===== config.mk =====
export PLATFORM = sky130hd
export DESIGN_NAME = seven_seg_scan_driver
export DESIGN_NICKNAME = d
export VERILOG_FILES = /design/src/rtl/seven_seg_scan_driver.sv
export SDC_FILE = /design/constraint.sdc
export NUM_CORES = 1
export LEC_CHECK = 0
export ABC_AREA = 1
export CORE_UTILIZATION = 55
export DETAILED_ROUTE_END_ITERATION = 16
export GPL_TIMING_DRIVEN = 0
export PLACE_DENSITY_LB_ADDON = 0.1
export SYNTH_ARGS = -nofsm -noshare
export SYNTH_HDL_FRONTEND = slang
export SYNTH_SLANG_ARGS = --single-unit

===== constraint.sdc =====
create_clock -name clk -period 7.16 [get_ports clk]
set_input_delay 0.716 -clock clk [delete_from_list [all_inputs] [get_ports clk]]
set_output_delay 0.716 -clock clk [all_outputs]
set_load 0.03 [all_outputs]

===== src/rtl/seven_seg_scan_driver.sv =====
// Time-multiplexes a packed hex value onto one shared seven-segment decoder.
// Double-buffered loads, optional leading-zero blanking and a per-slot blanking gap.
module seven_seg_scan_driver #(
    parameter int NUM_DIGITS   = 4,
    parameter int REFRESH_DIV  = 50000,
    parameter int BLANK_CYCLES = 100
) (
    input  logic                    clk,
    input  logic                    rst_n,
    input  logic [4*NUM_DIGITS-1:0] value_in,
    input  logic                    load,
    input  logic [NUM_DIGITS-1:0]   dp_in,
    input  logic                    lz_blank_en,
    output logic [3:0]              nibble_out,
    output logic [NUM_DIGITS-1:0]   digit_en_n,
    output logic                    dp_n,
    output logic                    frame_start,
    output logic                    load_pending
);

    localparam int CNT_W = (REFRESH_DIV > 1) ? $clog2(REFRESH_DIV) : 1;
    localparam int IDX_W = (NUM_DIGITS > 1) ? $clog2(NUM_DIGITS) : 1;
    localparam int VAL_W = 4 * NUM_DIGITS;

    typedef enum logic {
        ST_BLANK = 1'b0,
        ST_DRIVE = 1'b1
    } state_t;

    // Position registers describe the cycle currently on the outputs.
    logic [CNT_W-1:0]      cnt_q, cnt_d;
    logic [IDX_W-1:0]      idx_q, idx_d;
    logic                  started_q;
    state_t                state_q, state_d;
    logic [VAL_W-1:0]      active_val_q, active_val_d;
    logic [NUM_DIGITS-1:0] active_dp_q, active_dp_d;
    logic [VAL_W-1:0]      shadow_val_q, shadow_val_d;
    logic [NUM_DIGITS-1:0] shadow_dp_q, shadow_dp_d;
    logic                  pending_q, pending_d;
    logic [3:0]            nibble_q, nibble_d;
    logic [NUM_DIGITS-1:0] digit_en_q, digit_en_d;
    logic                  dp_q, dp_d;
    logic                  frame_start_q, frame_start_d;

    logic                  frame_edge;
    logic                  slot_blank;
    logic [NUM_DIGITS-1:0] lz_mask;
    logic                  all_zero;
    logic                  dp_sel;
    logic                  lz_sel;

    always_comb begin
        cnt_d = '0;
        idx_d = '0;
        if (started_q) begin
            if (cnt_q == CNT_W'(REFRESH_DIV - 1)) begin
                cnt_d = '0;
                idx_d = (idx_q == IDX_W'(NUM_DIGITS - 1)) ? '0 : idx_q + 1'b1;
            end else begin
                cnt_d = cnt_q + 1'b1;
                idx_d = idx_q;
            end
        end
    end

    assign frame_edge = (cnt_d == '0) && (idx_d == '0);

    generate
        if (BLANK_CYCLES == 0) begin : g_no_blank
            assign slot_blank = 1'b0;
        end else begin : g_blank
            assign slot_blank = (cnt_d < CNT_W'(BLANK_CYCLES));
        end
    endgenerate

    assign state_d = slot_blank ? ST_BLANK : ST_DRIVE;

    // A load on the transfer edge lands in the shadow while the old shadow moves to active.
    always_comb begin
        active_val_d = active_val_q;
        active_dp_d  = active_dp_q;
        if (frame_edge && pending_q) begin
            active_val_d = shadow_val_q;
            active_dp_d  = shadow_dp_q;
        end
        shadow_val_d = load ? value_in : shadow_val_q;
        shadow_dp_d  = load ? dp_in : shadow_dp_q;
        if (load) begin
            pending_d = 1'b1;
        end else if (frame_edge) begin
            pending_d = 1'b0;
        end else begin
            pending_d = pending_q;
        end
    end

    always_comb begin
        lz_mask  = '0;
        all_zero = 1'b1;
        for (int i = NUM_DIGITS - 1; i >= 1; i--) begin
            all_zero   = all_zero && (active_val_d[4*i +: 4] == 4'h0);
            lz_mask[i] = lz_blank_en && all_zero;
        end
    end

    always_comb begin
        nibble_d   = 4'h0;
        dp_sel     = 1'b0;
        lz_sel     = 1'b0;
        digit_en_d = '1;
        for (int i = 0; i < NUM_DIGITS; i++) begin
            if (idx_d == IDX_W'(i)) begin
                nibble_d = active_val_d[4*i +: 4];
                dp_sel   = active_dp_d[i];
                lz_sel   = lz_mask[i];
                digit_en_d[i] = !((state_d == ST_DRIVE) && !lz_mask[i]);
            end
        end
        dp_d          = !((state_d == ST_DRIVE) && !lz_sel && dp_sel);
        frame_start_d = frame_edge;
    end

    always_ff @(posedge clk or negedge rst_n) begin
        if (!rst_n) begin
            cnt_q         <= '0;
            idx_q         <= '0;
            started_q     <= 1'b0;
            state_q       <= ST_BLANK;
            active_val_q  <= '0;
            active_dp_q   <= '0;
            shadow_val_q  <= '0;
            shadow_dp_q   <= '0;
            pending_q     <= 1'b0;
            nibble_q      <= 4'h0;
            digit_en_q    <= '1;
            dp_q          <= 1'b1;
            frame_start_q <= 1'b0;
        end else begin
            cnt_q         <= cnt_d;
            idx_q         <= idx_d;
            started_q     <= 1'b1;
            state_q       <= state_d;
            active_val_q  <= active_val_d;
            active_dp_q   <= active_dp_d;
            shadow_val_q  <= shadow_val_d;
            shadow_dp_q   <= shadow_dp_d;
            pending_q     <= pending_d;
            nibble_q      <= nibble_d;
            digit_en_q    <= digit_en_d;
            dp_q          <= dp_d;
            frame_start_q <= frame_start_d;
        end
    end

    assign nibble_out   = nibble_q;
    assign digit_en_n   = digit_en_q;
    assign dp_n         = dp_q;
    assign frame_start  = frame_start_q;
    assign load_pending = pending_q;

    logic unused_state;
    assign unused_state = (state_q == ST_DRIVE);

endmodule


==> impl_metrics.ini, run 1 <==
[outcome]
status = completed

[sta]
finalCritPeriodShare_pct = 40.22
tns_ns = 0
rsz0062_at_grt = no
fmax_mhz = 347.3
fin_crit_ns = 2.880
tightest_slew_ns = 0.8656
maxSlewViolCount = 0
finalSetupViolCount = 0
fin_ws_ns = 4.280
slew_headroom_pct = 42.29
hold_viol = 0
skew_ns = 0.007827

[critical_path]
critPathLaunchType = flop
crit_required_ns = 7.44
endpoint_kind = flop
worst-setup-path-type = reg2reg
cp_max_fo = 10
cp.arrival_ns = 3.16

[routing]
drt_iter0_drc = 130
wl_per_cell_microns = 13.11
routed_via_density = 4.972
vias = 2829
drt-pass1-iter-count = 4
post-route-drc-count = 0
ant_nets = 0
drt-total-wl_mm = 7.462

[power_and_ir_drop]
power.density_mw_per_mm2 = 224.2
p_leak_nw = 2.163
vdd_drop_max_uv = 195.2

[clock_network]
htreeDepth = 3
cts.clk_slew.worst_paths_ns = 0.08
numCtsBuffers = 9
ctsHoldBuffers = 0
clkSinkCount = 70
clockBufferDepth = 2
clockRootBuffer = clkbuf_8
cts_setup_buffers = 0
cts_tree = built
clock_latency_ns = 0.34
cts_resized = 0

[global_routing]
grt_start_max_net_pins = 71
grt_pass1_wl_mm = 12.48
grt_antenna_before_repair = 0
track_usage_pct = 25.25
grt_overflow = 0
grt_pass1_vias = 2768

[die]
die-area_sq_mm = 0.006714
core-area_sq_mm = 0.006026
rows = 28
start_util_pct = 58.33
pin_count = 35
die_w_microns = 81.94
chipHeight_microns = 81.94

[place]
dpl.hpwl_mm = 5.558
gp_congestion = 0.8626
dpl_cell_area_sq_mm = 0.003936
dpl_worst_slack_ns = 4.285
io_buffers = 33

[cells_and_area]
syn2layout_area_growth_pct = 16.98
finalNetCount = 515
layout-drive-gt1-share_pct = 12.15
final_area_sq_mm = 0.004111
insertedDiodeCount = 0

[logic_synthesis]
yosysWarnings = 0
synth_top_area_cell = dfrtp_1
yosysSeqAreaShare_pct = 50.02
synth_cell_type_count = 33
netlist_area_sq_mm = 0.003515
synth_top_area_share_pct = 46.28
syn_avg_cell_area_sq_um = 7.898
synth_flop_cell = dfrtp_1
syn_nets = 471
synth_edf_count = 0
synth.top_cells.by_area = dfrtp_1 46%, nand2_1 14%, inv_1 8.8%
synth-seq-cells = 70
async_reset_ff_share_pct = 100.0
synth_cells = 445

[job]
max_cap_viol_count = 0

[min_path]
hp-class = in2async
## registers in the layout, summed over array words and instances (netlist names)
name          flops
idx_q             2
frame_start       1
shadow_dp_q       4
cnt_q            16
started_q         1
digit_en_n        4
load_pending      1
nibble_out        4
active_val_q     16
active_dp_q       4
shadow_val_q     16
dp_n              1
## layout make-up
type                            count  area [sq um]
Tap cell                           75         93.84
Timing Repair Buffer               33         327.8
Clock inverter                      6         37.54
Clock buffer                       10         137.6
Multi-Input combinational cell    279          1381
Fill cell                         546          1914
Sequential cell                    70          1758
Buffer                             10         52.55
Inverter                           86         322.8
## layout by cell type, fill, tap and decap left out, types with 2 or more instances in the layout
| master | Yosys | routed |
|---|---|---|
| nand2_1 | 133 | 133 |
| inv_1 | 82 | 82 |
| dfrtp_1 | 65 | 65 |
| clkdlybuf4s50_1 | 0 | 32 |
| nor2_1 | 29 | 29 |
| nand3_1 | 27 | 27 |
| o21ai_0 | 25 | 25 |
| nand4_1 | 17 | 17 |
| clkbuf_8 | 0 | 10 |
| nand2_2 | 9 | 9 |
| nor2_4 | 6 | 6 |
| nand3_2 | 5 | 5 |
| clkbuf_1 | 5 | 5 |
| o21ai_1 | 5 | 5 |
| dfstp_2 | 5 | 5 |
| inv_2 | 3 | 3 |
| nor2_2 | 3 | 3 |
| buf_2 | 3 | 3 |
| clkinv_2 | 0 | 3 |
| clkinvlp_4 | 0 | 3 |
| nor3_1 | 2 | 2 |
| or2_2 | 2 | 2 |
| xor2_1 | 2 | 2 |
| o21bai_1 | 2 | 2 |
| buf_4 | 1 | 2 |
| a21oi_1 | 2 | 2 |
| ha_1 | 2 | 2 |
## worst max-delay path, cell delays in order (launching register included)
cell     delay, ns
dfrtp_1       0.42
ha_1          0.25
nand2_2       0.11
nor2_4        0.17
nand3_2       0.11
nor2_4        0.16
nor2_1        0.12
nand3_1       0.12
nand3_2       0.10
nor2_4        0.14
buf_4         0.19
nand4_1       0.11
nand2_1       0.14
nand3_1       0.15
nor2_4        0.16
nand2_2       0.07
nand2_1       0.06
nand2_1       0.05
nand3_1       0.08
nand2_1       0.05
inv_1         0.05
## final timing paths
path	slack (ns)	end	cells past startpoint	start
max reg2reg	4.28	dp_n	20	cnt_q[0]
max in group asynchronous	6.11	active_dp_q[2]	1	rst_n
min in group clk	0.48	active_val_q[0]	2	active_val_q[0]
min	0.48	cnt_q[12]	1	rst_n
max	4.28	dp_n	20	cnt_q[0]
min reg2reg	0.48	active_val_q[0]	2	active_val_q[0]
## synthesized netlist by cell type (2+ instances only)
master / n
a21oi_1: 2
buf_2: 3
clkbuf_1: 5
dfrtp_1: 65
dfstp_2: 5
ha_1: 2
inv_1: 82
inv_2: 3
nand2_1: 133
nand2_2: 9
nand3_1: 27
nand3_2: 5
nand4_1: 17
nor2_1: 29
nor2_2: 3
nor2_4: 6
nor3_1: 2
o21ai_0: 25
o21ai_1: 5
o21bai_1: 2
or2_2: 2
xor2_1: 2
## metal layers
metal	global-route usage, %	wire length [microns]	vias to the layer above
li1	-	-	1452
met1	31.35	3333	1322
met2	44.96	3841	45
met3	3.556	179	10
met4	8.246	108	0
met5	0	0	-
## cell families (layout without fill, tap and decap cells)
group	count (synthesis)	count (layout)	share of synthesized area, %
AOI/OAI and AO/OA	38	38	6.301
xor gates and xnor gates	2	2	0.4985
adders and majority gates	2	2	0.7119
buffers and inverters	96	145	10.68
DFF	70	70	50.02
other	1	1	0.1067
and+or+nand+nor	236	236	31.68
## where the power goes
group	leakage (nW)	switching (mW)	internal, mW
combinational	1.21	0.113	0.0656
clock	0.0841	0.147	0.133
sequential	0.865	0.0176	0.446
## per-stage QoR
stage                     hold WS [ns]  utilization (%)  std cells  power (mW)
after floorplan                 0.4204                -        445      0.5834
after global placement          0.4617            65.37        553      0.6445
after detailed placement        0.4596            65.32        553      0.6494
after CTS                       0.4795            68.23        569      0.9290
after global routing            0.5055            68.23        569      0.9742
final                           0.4799            68.23        569      0.9218
(Power assumes the default switching activity.)
==> run 2, diff against run 1 <==
--- a/config.mk
+++ b/config.mk
@@ -6,7 +6,7 @@
 export NUM_CORES = 1
 export LEC_CHECK = 0
 export ABC_AREA = 1
-export CORE_UTILIZATION = 55
+export CORE_UTILIZATION = 51
 export DETAILED_ROUTE_END_ITERATION = 16
 export GPL_TIMING_DRIVEN = 0
 export PLACE_DENSITY_LB_ADDON = 0.1
==> constraint.sdc (replaced) <==
create_clock -name clk -period 2.36 [get_ports clk]
set_input_delay 0.236 -clock clk [delete_from_list [all_inputs] [get_ports clk]]
set_output_delay 0.236 -clock clk [all_outputs]
set_load 0.03 [all_outputs]
==> impl_metrics.ini, run 2 (synthesized netlist as in run 1, its figures left out) <==
[die]
rows = 29
core-area_sq_mm = 0.006495
chipHeight_microns = 85.02
die_w_microns = 85.02
pin_count = 35
die-area_sq_mm = 0.007228
start_util_pct = 54.11

[sta]
slew_headroom_pct = 41.85
fmax_mhz = 376.7
fin_crit_ns = 2.655
skew_ns = 0.007635
maxSlewViolCount = 0
tns_ns = -1.323
hold_ws_ns = -0.01961
hold_viol = 9
tightest_slew_ns = 0.8723
rsz0062_at_grt = yes
finalSetupViolCount = 11
fin_ws_ns = -0.2948
finalCritPeriodShare_pct = 112.5

[critical_path]
path_cells = ha_4 -> nand3_4 -> nor2_4 -> xor2_1 -> nor2_1 -> nor2_2 -> nand2_2 -> nor2_8 -> nand3_4 -> buf_8 -> buf_12 -> buf_8 -> nand2_2 -> a21oi_2 -> a221oi_1 -> o21ai_1
max_stage_delay_ns = 0.41
cp.arrival_ns = 2.88
endpoint_kind = flop
cp_slowest_cell = dfrtp_1
critPathLaunchType = flop
r2r-end = nibble_out[0]
rr_worst_depth = 16
cp_max_fo = 5
crit_required_ns = 2.59
ff2ff_setup_slack_ns = -0.29
reg2reg_from = cnt_q[1]
critPathBufInv = 3
crit_family = simple AND/OR/NAND/NOR gates
worst-setup-path-type = reg2reg

[cells_and_area]
final_area_sq_mm = 0.004762
layout-drive-gt1-share_pct = 27.81
final_common_cell = nand2_1
syn2layout_area_growth_pct = 35.49
finalNetCount = 546
layout_common_cells = 115 x nand2_1, 81 x inv_1, 61 x dfrtp_1
layoutNonFillerInstCount = 602
largestRegisters = active_val_q (16), cnt_q (16), shadow_val_q (16)
insertedDiodeCount = 0

[global_routing]
grt_start_max_net_pins = 71
track_usage_pct = 24.64
grt_overflow = 0
grt_pass1_wl_mm = 13.52
grt_antenna_before_repair = 0
grt_pass1_vias = 2835

[job]
max_cap_viol_count = 0

[outcome]
violations = negative hold slack, negative setup slack
status = finished, violations left

[clock_network]
clockRootBuffer = clkbuf_8
cts.clk_slew.worst_paths_ns = 0.08
cts_tree = built
clock_latency_ns = 0.35
ctsHoldBuffers = 0
clockBufferDepth = 2
clkSinkCount = 70
htreeDepth = 3
numCtsBuffers = 9

[place]
dpl.hpwl_mm = 5.609
dp_cells = 555
dpl_cell_area_sq_mm = 0.003971
gp_congestion = 0.8799
io_buffers = 33

[routing]
routed_via_density = 5.145
drt_iter0_drc = 164
wl_per_cell_microns = 14.17
ant_nets = 0
post-route-drc-count = 0
drt-pass1-iter-count = 4
drt-total-wl_mm = 8.530
vias = 3097

[power_and_ir_drop]
vdd_drop_max_uv = 434.7
power.density_mw_per_mm2 = 666.8
p_leak_nw = 2.453
power.total_mw = 3.175

[min_path]
hp-class = in2async
## run 2: changes by cell type in the layout (fill, tap and decap cells not counted), sizes merged
cell | previous run | this run
inv | 85 | 86
clkinv | 4 | 0
clkinvlp | 3 | 2
buf | 6 | 36
clkbuf | 15 | 19
bufinv | 0 | 1
## run 2: final cells by class
type,count,area [sq um]
Buffer,10,81.33
Clock buffer,13,148.9
Clock inverter,3,45.04
Fill cell,499,1733
Inverter,86,327.8
Multi-Input combinational cell,279,1654
Sequential cell,70,1763
Tap cell,77,96.34
Timing Repair Buffer,64,645.6
## run 2: repair_timing
| action | CTS | global route |
|---|---|---|
| setup endpoints to repair | 14 | 19 |
| pin swaps | 11 | 30 |
| setup buffers | 10 | 19 |
| gates resized for setup | 34 | 59 |
| cloned | 2 | 1 |
## run 2: stage by stage
step,hold slack [ns],util [%],setup slack (ns)
2_1_floorplan,-0.05959,-,0.007838
4_1_cts,0.03514,67.75,-0.2105
6_report,-0.01961,73.32,-0.2948
3_3_place_gp,0.4596,61.18,-1.337
5_1_grt,0.06835,73.32,-0.4121
3_5_place_dp,0.4113,61.14,-0.4228
## run 2: report_power, final
group / switching, mW / leakage, nW / internal, mW
sequential: 0.0597 / 0.859 / 1.35
combinational: 0.434 / 1.50 / 0.351
clock: 0.459 / 0.0899 / 0.519
total: 0.952 / 2.45 / 2.22
## run 2: metal layers
layer,routed length [microns],vias to the layer above,GRT usage [%]
li1,-,1517,-
met1,4071,1501,35.31
met2,3965,66,37.83
met3,345,13,4.377
met4,147,0,8.937
met5,0,-,0
## run 2: worst max-delay path by stage
stage,end,slack (ns),cells after the start,startpoint
6_report,nibble_out[0],-0.29,16,cnt_q[1]
5_1_grt,dp_n,-0.41,20,cnt_q[1]
4_1_cts,dp_n,-0.21,22,cnt_q[0]
3_5_place_dp,dp_n,-0.42,20,cnt_q[0]
3_3_place_gp,shadow_val_q[13],-1.34,1,rst_n
2_1_floorplan,dp_n,0.008,20,cnt_q[0]
